--- config.mk ---
export PLATFORM = sky130hd
export DESIGN_NAME = decode_rf
export DESIGN_NICKNAME = d
export VERILOG_FILES = /design/src/rtl/decode_rf.sv
export SDC_FILE = /design/constraint.sdc
export NUM_CORES = 2
export LEC_CHECK = 0
export ABC_AREA = 1
export BUFFER_PORTS_ARGS = -buffer_cell sky130_fd_sc_hd__buf_2
export CAP_MARGIN = 40
export CORE_AREA = 2 2 657 659
export DETAILED_ROUTE_END_ITERATION = 8
export DIE_AREA = 0 0 659 661
export GPL_TIMING_DRIVEN = 0
export PLACE_DENSITY = 0.41
export SLEW_MARGIN = 15
export SYNTH_ARGS = -nofsm -noshare
export SYNTH_HDL_FRONTEND = slang
export SYNTH_SLANG_ARGS = --single-unit
--- constraint.sdc ---
create_clock -name clk -period 8.42 [get_ports clk]
set_input_delay 0.421 -clock clk [delete_from_list [all_inputs] [get_ports clk]]
set_output_delay 0.421 -clock clk [all_outputs]
set_load 0.01 [all_outputs]
--- src/rtl/decode_rf.sv ---
// Y86-64 decode stage: register ID decode, architectural register file with a
// two-write port, forwarding muxes for valA/valB, the E pipeline register and load-use detection.
module decode_rf #(
  parameter int NREG = 15,
  parameter int W    = 64
) (
  input  logic              clk,
  input  logic              rst,
  input  logic [3:0]        Dicode,
  input  logic [3:0]        Difun,
  input  logic [3:0]        DrA,
  input  logic [3:0]        DrB,
  input  logic [W-1:0]      DvalC,
  input  logic [W-1:0]      DvalP,
  input  logic              E_bubble,
  input  logic [3:0]        e_dstE,
  input  logic [W-1:0]      e_valE,
  input  logic [3:0]        MdstE,
  input  logic [3:0]        MdstM,
  input  logic [W-1:0]      MvalE,
  input  logic [W-1:0]      m_valM,
  input  logic [3:0]        WdstE,
  input  logic [3:0]        WdstM,
  input  logic [W-1:0]      WvalE,
  input  logic [W-1:0]      WvalM,
  output logic [3:0]        Eicode,
  output logic [3:0]        Eifun,
  output logic [W-1:0]      EvalC,
  output logic [W-1:0]      EvalA,
  output logic [W-1:0]      EvalB,
  output logic [3:0]        EdstE,
  output logic [3:0]        EdstM,
  output logic [3:0]        EsrcA,
  output logic [3:0]        EsrcB,
  output logic              load_use,
  output logic [NREG*W-1:0] rf_dbg
);

  localparam logic [3:0] I_NOP    = 4'h1;
  localparam logic [3:0] I_CMOVXX = 4'h2;
  localparam logic [3:0] I_IRMOVQ = 4'h3;
  localparam logic [3:0] I_RMMOVQ = 4'h4;
  localparam logic [3:0] I_MRMOVQ = 4'h5;
  localparam logic [3:0] I_OPQ    = 4'h6;
  localparam logic [3:0] I_JXX    = 4'h7;
  localparam logic [3:0] I_CALL   = 4'h8;
  localparam logic [3:0] I_RET    = 4'h9;
  localparam logic [3:0] I_PUSHQ  = 4'hA;
  localparam logic [3:0] I_POPQ   = 4'hB;
  localparam logic [3:0] RNONE    = 4'hF;
  localparam logic [3:0] RSP      = 4'h4;

  logic [W-1:0] rf_q [NREG];

  logic [3:0]   d_srcA, d_srcB, d_dstE, d_dstM;
  logic [W-1:0] d_valA, d_valB;
  logic [3:0]   src_sel [2];
  logic [W-1:0] fwd_val [2];

  logic [3:0]   Eicode_q, Eifun_q, EdstE_q, EdstM_q, EsrcA_q, EsrcB_q;
  logic [W-1:0] EvalC_q, EvalA_q, EvalB_q;
  logic [3:0]   Eicode_d, Eifun_d, EdstE_d, EdstM_d, EsrcA_d, EsrcB_d;
  logic [W-1:0] EvalC_d, EvalA_d, EvalB_d;

  always_comb begin
    d_srcA = RNONE;
    d_srcB = RNONE;
    d_dstE = RNONE;
    d_dstM = RNONE;
    case (Dicode)
      I_CMOVXX: begin d_srcA = DrA; d_dstE = DrB; end
      I_IRMOVQ: d_dstE = DrB;
      I_RMMOVQ: begin d_srcA = DrA; d_srcB = DrB; end
      I_MRMOVQ: begin d_srcB = DrB; d_dstM = DrA; end
      I_OPQ:    begin d_srcA = DrA; d_srcB = DrB; d_dstE = DrB; end
      I_CALL:   begin d_srcB = RSP; d_dstE = RSP; end
      I_RET:    begin d_srcA = RSP; d_srcB = RSP; d_dstE = RSP; end
      I_PUSHQ:  begin d_srcA = DrA; d_srcB = RSP; d_dstE = RSP; end
      I_POPQ:   begin d_srcA = RSP; d_srcB = RSP; d_dstE = RSP; d_dstM = DrA; end
      default:  ;
    endcase
  end

  assign src_sel[0] = d_srcA;
  assign src_sel[1] = d_srcB;

  // Identical forwarding chain for both read ports; W-stage matches cover same-edge writes.
  for (genvar gi = 0; gi < 2; gi++) begin : g_fwd
    always_comb begin
      if (src_sel[gi] == RNONE)       fwd_val[gi] = '0;
      else if (src_sel[gi] == e_dstE) fwd_val[gi] = e_valE;
      else if (src_sel[gi] == MdstM)  fwd_val[gi] = m_valM;
      else if (src_sel[gi] == MdstE)  fwd_val[gi] = MvalE;
      else if (src_sel[gi] == WdstM)  fwd_val[gi] = WvalM;
      else if (src_sel[gi] == WdstE)  fwd_val[gi] = WvalE;
      else                            fwd_val[gi] = rf_q[src_sel[gi]];
    end
  end

  assign d_valA = (Dicode == I_CALL || Dicode == I_JXX) ? DvalP : fwd_val[0];
  assign d_valB = fwd_val[1];

  // M port is written after E port so it wins on a shared destination.
  always_ff @(posedge clk) begin
    if (rst) begin
      for (int i = 0; i < NREG; i++) rf_q[i] <= W'(i);
    end else begin
      if (WdstE != RNONE) rf_q[WdstE] <= WvalE;
      if (WdstM != RNONE) rf_q[WdstM] <= WvalM;
    end
  end

  for (genvar gi = 0; gi < NREG; gi++) begin : g_dbg
    assign rf_dbg[gi*W +: W] = rf_q[gi];
  end

  always_comb begin
    Eicode_d = I_NOP;
    Eifun_d  = 4'h0;
    EvalC_d  = '0;
    EvalA_d  = '0;
    EvalB_d  = '0;
    EdstE_d  = RNONE;
    EdstM_d  = RNONE;
    EsrcA_d  = RNONE;
    EsrcB_d  = RNONE;
    if (!rst && !E_bubble) begin
      Eicode_d = Dicode;
      Eifun_d  = Difun;
      EvalC_d  = DvalC;
      EvalA_d  = d_valA;
      EvalB_d  = d_valB;
      EdstE_d  = d_dstE;
      EdstM_d  = d_dstM;
      EsrcA_d  = d_srcA;
      EsrcB_d  = d_srcB;
    end
  end

  always_ff @(posedge clk) begin
    Eicode_q <= Eicode_d;
    Eifun_q  <= Eifun_d;
    EvalC_q  <= EvalC_d;
    EvalA_q  <= EvalA_d;
    EvalB_q  <= EvalB_d;
    EdstE_q  <= EdstE_d;
    EdstM_q  <= EdstM_d;
    EsrcA_q  <= EsrcA_d;
    EsrcB_q  <= EsrcB_d;
  end

  assign Eicode = Eicode_q;
  assign Eifun  = Eifun_q;
  assign EvalC  = EvalC_q;
  assign EvalA  = EvalA_q;
  assign EvalB  = EvalB_q;
  assign EdstE  = EdstE_q;
  assign EdstM  = EdstM_q;
  assign EsrcA  = EsrcA_q;
  assign EsrcB  = EsrcB_q;

  assign load_use = (Eicode_q == I_MRMOVQ || Eicode_q == I_POPQ) && (EdstM_q != RNONE) &&
                    (EdstM_q == d_srcA || EdstM_q == d_srcB);

endmodule

[Yosys cells after proc, flatten, opt, wreduce, memory -nomap -nowiden]
Memories as Yosys holds them, arrays and structs flattened.
Cells that the tools add are included.
W data, S select, Z words.
Operators by class
  reduce and logical (&&, ||, !) cells: 18
  eq/ne operators: 29
  mux-type cells: 29
  bitwise logic cells: 1
Operators with widths (count)
  $mux W64: 14
  $reduce_or A64 Y1: 2
  $eq A4 B4 Y1: 12
  $eq A4 B4 Y1 const B: 7
  $pmux W4 S2: 3
  $eq A4 B3 Y1 const B: 5
  $ne A4 B4 Y1 const B: 3
  $mux W1: 10
  $eq A4 B2 Y1 const B: 2
  $mux W4: 2
  $reduce_or A4 Y1: 2
  $reduce_or A2 Y1: 3
  $reduce_or A3 Y1: 2
  $logic_and A1 B1 Y1: 3
  $logic_or A1 B1 Y1: 3
  $logic_not A1 Y1: 2
  $reduce_and A2 Y1: 1
  $not A1 Y1: 1
Storage, ports and cells
  memories kept: 1
  register bits after elaboration: 216
  input bits: 487
  word-level logic and storage cells: 87
  output and inout bits: 1177
  RAM bits: 960
Memories
  rf_q: depth 15, width 64, rd ports 17, clocked after memory_dff 0, write ports 15, RTL line 53  | logic [W-1:0] rf_q [NREG];

[Logic depth before layout (Yosys ltp)]
  word-level depth: 11
  depth in mapped cells: 21

[Least setup slack after synthesis]
Ideal clock, no wire load.
  path type: in2reg
  start: input port rst
  end: memory rf_q[0][0], enable pin
  setup time: 503 ps
  path slack: 3961 ps
  buffers on the path: 1
  stages: 4
  required time: 7917 ps
  data arrival time: 3956 ps
  cells stage by stage: clkbuf_1 -> nor2_1 -> nand2_1 -> o211ai_1
RTL lines
  from (decl): RTL line 8  | input logic rst,
  to (decl): RTL line 53

[Final worst setup path]
  start: input port Dicode[0]
  end: register EvalB_q[52], in the netlist EvalB[52]
Between the ends
  word-level cells in the longest chain between the ends: 9
  elaborated cells on any way between the ends: 23
  classes of those cells: eq/ne (13); mux (6); reduce/logical (3); memory (1)
Ends and longest elaborated chain
  from (decl): RTL line 9  | input logic [3:0] Dicode,
  $eq A4 B4 Y1 or $eq A4 B3 Y1 (tied branches): RTL line 70  | case (Dicode)
  $reduce_or A4 Y1 (no line) or $reduce_or A3 Y1 (tied branches)
  $pmux W4 S2 (*): RTL line 70
  $mem_v2 Z15 W64 or $eq A4 B4 Y1 (tied branches)
  $mux W64: RTL line 95  | else if (src_sel[gi] == WdstE) fwd_val[gi] = WvalE;
  $mux W64: RTL line 94  | else if (src_sel[gi] == WdstM) fwd_val[gi] = WvalM;
  $mux W64: RTL line 93  | else if (src_sel[gi] == MdstE) fwd_val[gi] = MvalE;
  $mux W64: RTL line 92  | else if (src_sel[gi] == MdstM) fwd_val[gi] = m_valM;
  $mux W64: RTL line 91  | else if (src_sel[gi] == e_dstE) fwd_val[gi] = e_valE;
  to (signal assigned): RTL line 145  | EvalB_q <= EvalB_d;
  to (decl): RTL line 61  | logic [W-1:0] EvalC_q, EvalA_q, EvalB_q;
Mark *: on every way between the ends. The rest lies on a longest branch, timed or not.
A chain may end at the register's enable or synchronous reset.

==> impl_summary.md <==
Status
The run finished with clean final reports.

Yosys
The number of instances in the synthesized netlist is 9544. Ranked by total cell area, the synthesized netlist is headed by edfxtp_1 (42%), nand2_1 (12%), nand3_1 (9.3%). In the synthesized netlist the async set-or-reset flop fraction comes to 0. The most instantiated flip-flop cell in the synthesis netlist is edfxtp_1. By count the netlist is led by nand2_1 (2280), nand3_1 (1374), edfxtp_1 (1024). The portion of synthesized cell area occupied by the leading cell type is 0.4178. The mean area per synthesized cell is 7.712 sq um. The Yosys step of the flow raised 0 warnings. The synthesized flop and latch total is around 1200.

The most common cell in the synthesized netlist is nand2_1. The number of enable flip-flop cells after synthesis is 1024. For this run, the register share of the synthesized area comes to 0.4765. The synthesized design spends more area on one cell type than any other, namely edfxtp_1. The count of different cell masters after synthesis is 36. The synthesized netlist occupies a cell area of 73600 sq um.

Route
In this run the remaining antenna-violating nets after routing total 0. The average via count per standard cell is 5.149. Dividing the detail-routed wire length by the instance count gives 41.30 um. The aggregate routed wire length is between 700000 and 800000 um. The initial DRC count is 13630. The number of iterations in the first detailed-routing pass is 9.

In the routed design, unresolved DRC markers number 0. Detailed routing inserted a total of 93640 vias.

Global routing
The number of global-route vias before repair was 84390. In the global route stage, overall resource usage came out at 0.3297. The global route total overflow is 0. The number of antenna violations at the first check in global routing is 134. Entering global routing, the biggest net connects 37 pins. The global-route wire length before repair is 932800 um.

Timing
The final number of max-transition violations is 0. For the final database, setup skew stands at around 64 ps. In this run the tightest slew margin relative to its limit is 0.3161. The worst hold-check slack is between 30 and 40 ps. Setup repair after global routing left no endpoint under its margin. Of the available clock period, the critical path in the final layout requires 0.6497. The slew at the pin with the worst max-slew slack is 1026 ps. The maximum operating frequency is 0.1828 GHz. The count of endpoints failing hold in the final timing report is 0.

Setup violations remaining at the end of the flow were counted as 0. The clock period could shrink to around 5500 ps.

Clock tree
Buffers inserted during clock tree synthesis total 179. CTS saw 1240 sinks. TritonCTS built the clock tree. The source-to-sink clock delay at the later pin of the worst-skew pair is 950 ps. In this run the deepest clock path goes through 4 buffers. The clock tree root buffer cell is clkbuf_16. After clock tree synthesis, the clock-pin slew on the worst setup and hold paths is 70 ps. The number of setup buffers added after CTS is 0. The CTS H-tree depth is 4.

Hold path
Counting instances, the worst hold path has a depth of 5. The type of the tightest min-delay check is input pin to flop. The startpoint identified for the worst hold timing path is m_valM[12]. The hold-critical path endpoint is EvalB[12].

Worst setup path
The cell depth of the worst flop-to-flop path is 13. On the critical path, the stage with the largest delay is an instance of buf_2. The highest net fanout along the worst path is 10. The minimum setup slack among reg-to-reg paths is 5740 ps. The category of the critical setup timing path is input pin to flop.

STA classifies the critical path startpoint as an input pin. In this run the critical register-to-register path is captured at EvalA[2]. Data on the critical path arrives at its endpoint at 6240 ps. The most common cell type on the critical path is nand2_1. The required arrival time at the worst endpoint is slightly above 9000 ps. The startpoint of the most critical register-to-register path is rf_q[11][2]. The signal on the critical path passes through dlygate4sd3_1, buf_2, nand2_1, nand3_1, nor2_1, buf_2, nand2_1, inv_2, buf_12, buf_2, buf_16, buf_2, nand3_1, nand4_1, nand3_1, nand2_1, nand2_1, nand2_1, a21oi_1, dlygate4sd3_1. The critical path's largest stage delay is 640 ps. STA classifies the critical path endpoint as a flop.

Placed design
Summed over all nets, the half-perimeter wirelength after detailed placement is between 600000 and 700000 um. The port buffer count is 1663. The placer's final routability congestion estimate is roughly 0.97. After detailed placement, the design holds a cell count of ~17000. The placed standard-cell area is 94000 sq um.

Power and ir drop
Dividing total power by cell area gives a power density of ~200 nW/um^2. The share of total power dissipated in sequential elements is 0.358. The worst-case IR drop observed on VDD is around 0.19 mV. The clock share of power is 0.382.

The total net switching power is 0.008120 W. The design internal power is 0.01327 W. The relative contribution of combinational cells to total power is 0.260. The leakage power is 43.89 nW. The net switching share of the total power is 0.3796.

Floorplan
In this run the core area contains 241 standard-cell rows. The floorplan step defined a core boundary enclosing 429100 sq um. During I/O placement, the number of pins put on the boundary was 1664. The initial utilization of the core area, before any placement, comes to 0.1715. The floorplan step defined a die boundary enclosing 435600 sq um. The width of the die is 659 um. The floorplan die height is 661 um.

Finish
The post-route cell area is between 100000 and 150000 sq um. After filler insertion, the fill cell instance count of the layout stands at ~48000. Of the cells placed in the final design, the portion with a size suffix greater than 1 is 0.2065. At the end of the flow the core is filled with cells to 0.2442. The layout net count is ~13000. The area growth from synthesis to layout is 42.38%.

The finished layout holds 18190 standard cells, fillers aside.

Job
Max-cap violations in this run came to 0.
==> state kept, by name, summed over array words and instances (netlist names) <==
name / flops
rf_q: 1024
EvalA: 64
EvalB: 64
EvalC: 64
EdstE: 4
EdstM: 4
Eicode: 4
Eifun: 4
EsrcA: 4
EsrcB: 4
==> kinds of logic (layout without fill, tap and decap cells) <==
logic type	count (synthesis)	count (layout)	share of synthesized area
xor gates and xnor gates	31	31	0.003689
other	1	234	0.00005095
and+or+nand+nor	4019	4019	0.2317
DFF	1240	1240	0.4765
buffers and inverters	1989	4687	0.1070
AOI/OAI and AO/OA	2264	2264	0.1810
==> critical path, delay by kind of cell <==
kind	cells	cell delay (ps)
AOI/OAI and AO/OA	1	50
buffers and inverters	9	3660
and+or+nand+nor	10	1960
==> power by group through the flow <==
stage | combinational [W] | sequential, W | clock [W]
2_1_floorplan | 0.00189 | 0.00774 | 0
3_3_place_gp | 0.00504 | 0.00782 | 0
3_5_place_dp | 0.00525 | 0.00776 | 0
4_1_cts | 0.00544 | 0.00764 | 0.00822
5_1_grt | 0.00574 | 0.00767 | 0.00840
6_report | 0.00556 | 0.00766 | 0.00818
==> how the worst max path moves through the flow <==
| stage | start | end | slack (ps) | depth (start not counted) |
|---|---|---|---|---|
| after floorplan | rst | rf_q[0][0] | 3960 | 4 |
| after global placement | rst | rf_q[2][31] | -1320 | 8 |
| after detailed placement | Dicode[0] | EvalB[52] | 3410 | 18 |
| after CTS | Dicode[0] | EvalB[52] | 3220 | 20 |
| after global routing | Dicode[0] | EvalB[54] | 3060 | 20 |
| final | Dicode[0] | EvalB[52] | 2950 | 20 |
==> repair_timing <==
action,in CTS,in global routing
endpoints found under the setup margin,0,0
hold buffers,427,0
resized for setup,0,0
endpoints found under the hold margin,448,0
==> final cells by class <==
cell class | instances | area (sq um) | area share
sequential | 1240 | 35070 | 0.3347
tap | 5710 | 7144 | 0.06818
multi-input combinational | 6378 | 31120 | 0.2970
clock inverter | 103 | 1125 | 0.01073
timing repair buffer | 2367 | 17080 | 0.1630
buffer | 992 | 4230 | 0.04037
clock buffer | 228 | 4851 | 0.04629
antenna | 170 | 425.4 | 0.004060
inverter | 997 | 3744 | 0.03572
==> metal layers <==
metal,global-route usage,vias to the layer above,part of all wire
met4,0.3094,14,0.11
met1,0.3603,46000,0.35
met3,0.09380,1776,0.10
met5,0,-,0.00011
li1,-,38640,-
met2,0.5155,7207,0.44
==> layout by cell type (no fill, tap or decap), drive strengths merged <==
cell and n:
conb 64, nand4 66, nor3 8, xnor2 3
a31oi 1, nor2 275, clkbuf 952, nand3b 5
o21ai 709, xor2 28, buf 2208, bufinv 18
o2111ai 6, diode 170, a221oi 1, o211ai 66
a21oi 330, o22ai 996, dlygate4sd3 427, inv 1006
nand2 2290, dfxtp 216, clkinv 69, a211oi 1
edfxtp 1024, o221ai 126, a22oi 28, clkinvlp 7
nand3 1375
==> stage by stage <==
step / power (W) / setup TNS (ps) / worst slack, ps
5_1_grt: 0.02182 / 0 / 3058
4_1_cts: 0.02129 / 0 / 3223
2_1_floorplan: 0.009629 / 0 / 3961
3_5_place_dp: 0.01301 / 0 / 3408
3_3_place_gp: 0.01286 / -504150 / -1321
6_report: 0.02139 / 0 / 2950
Power figures use the tool's default switching activity.
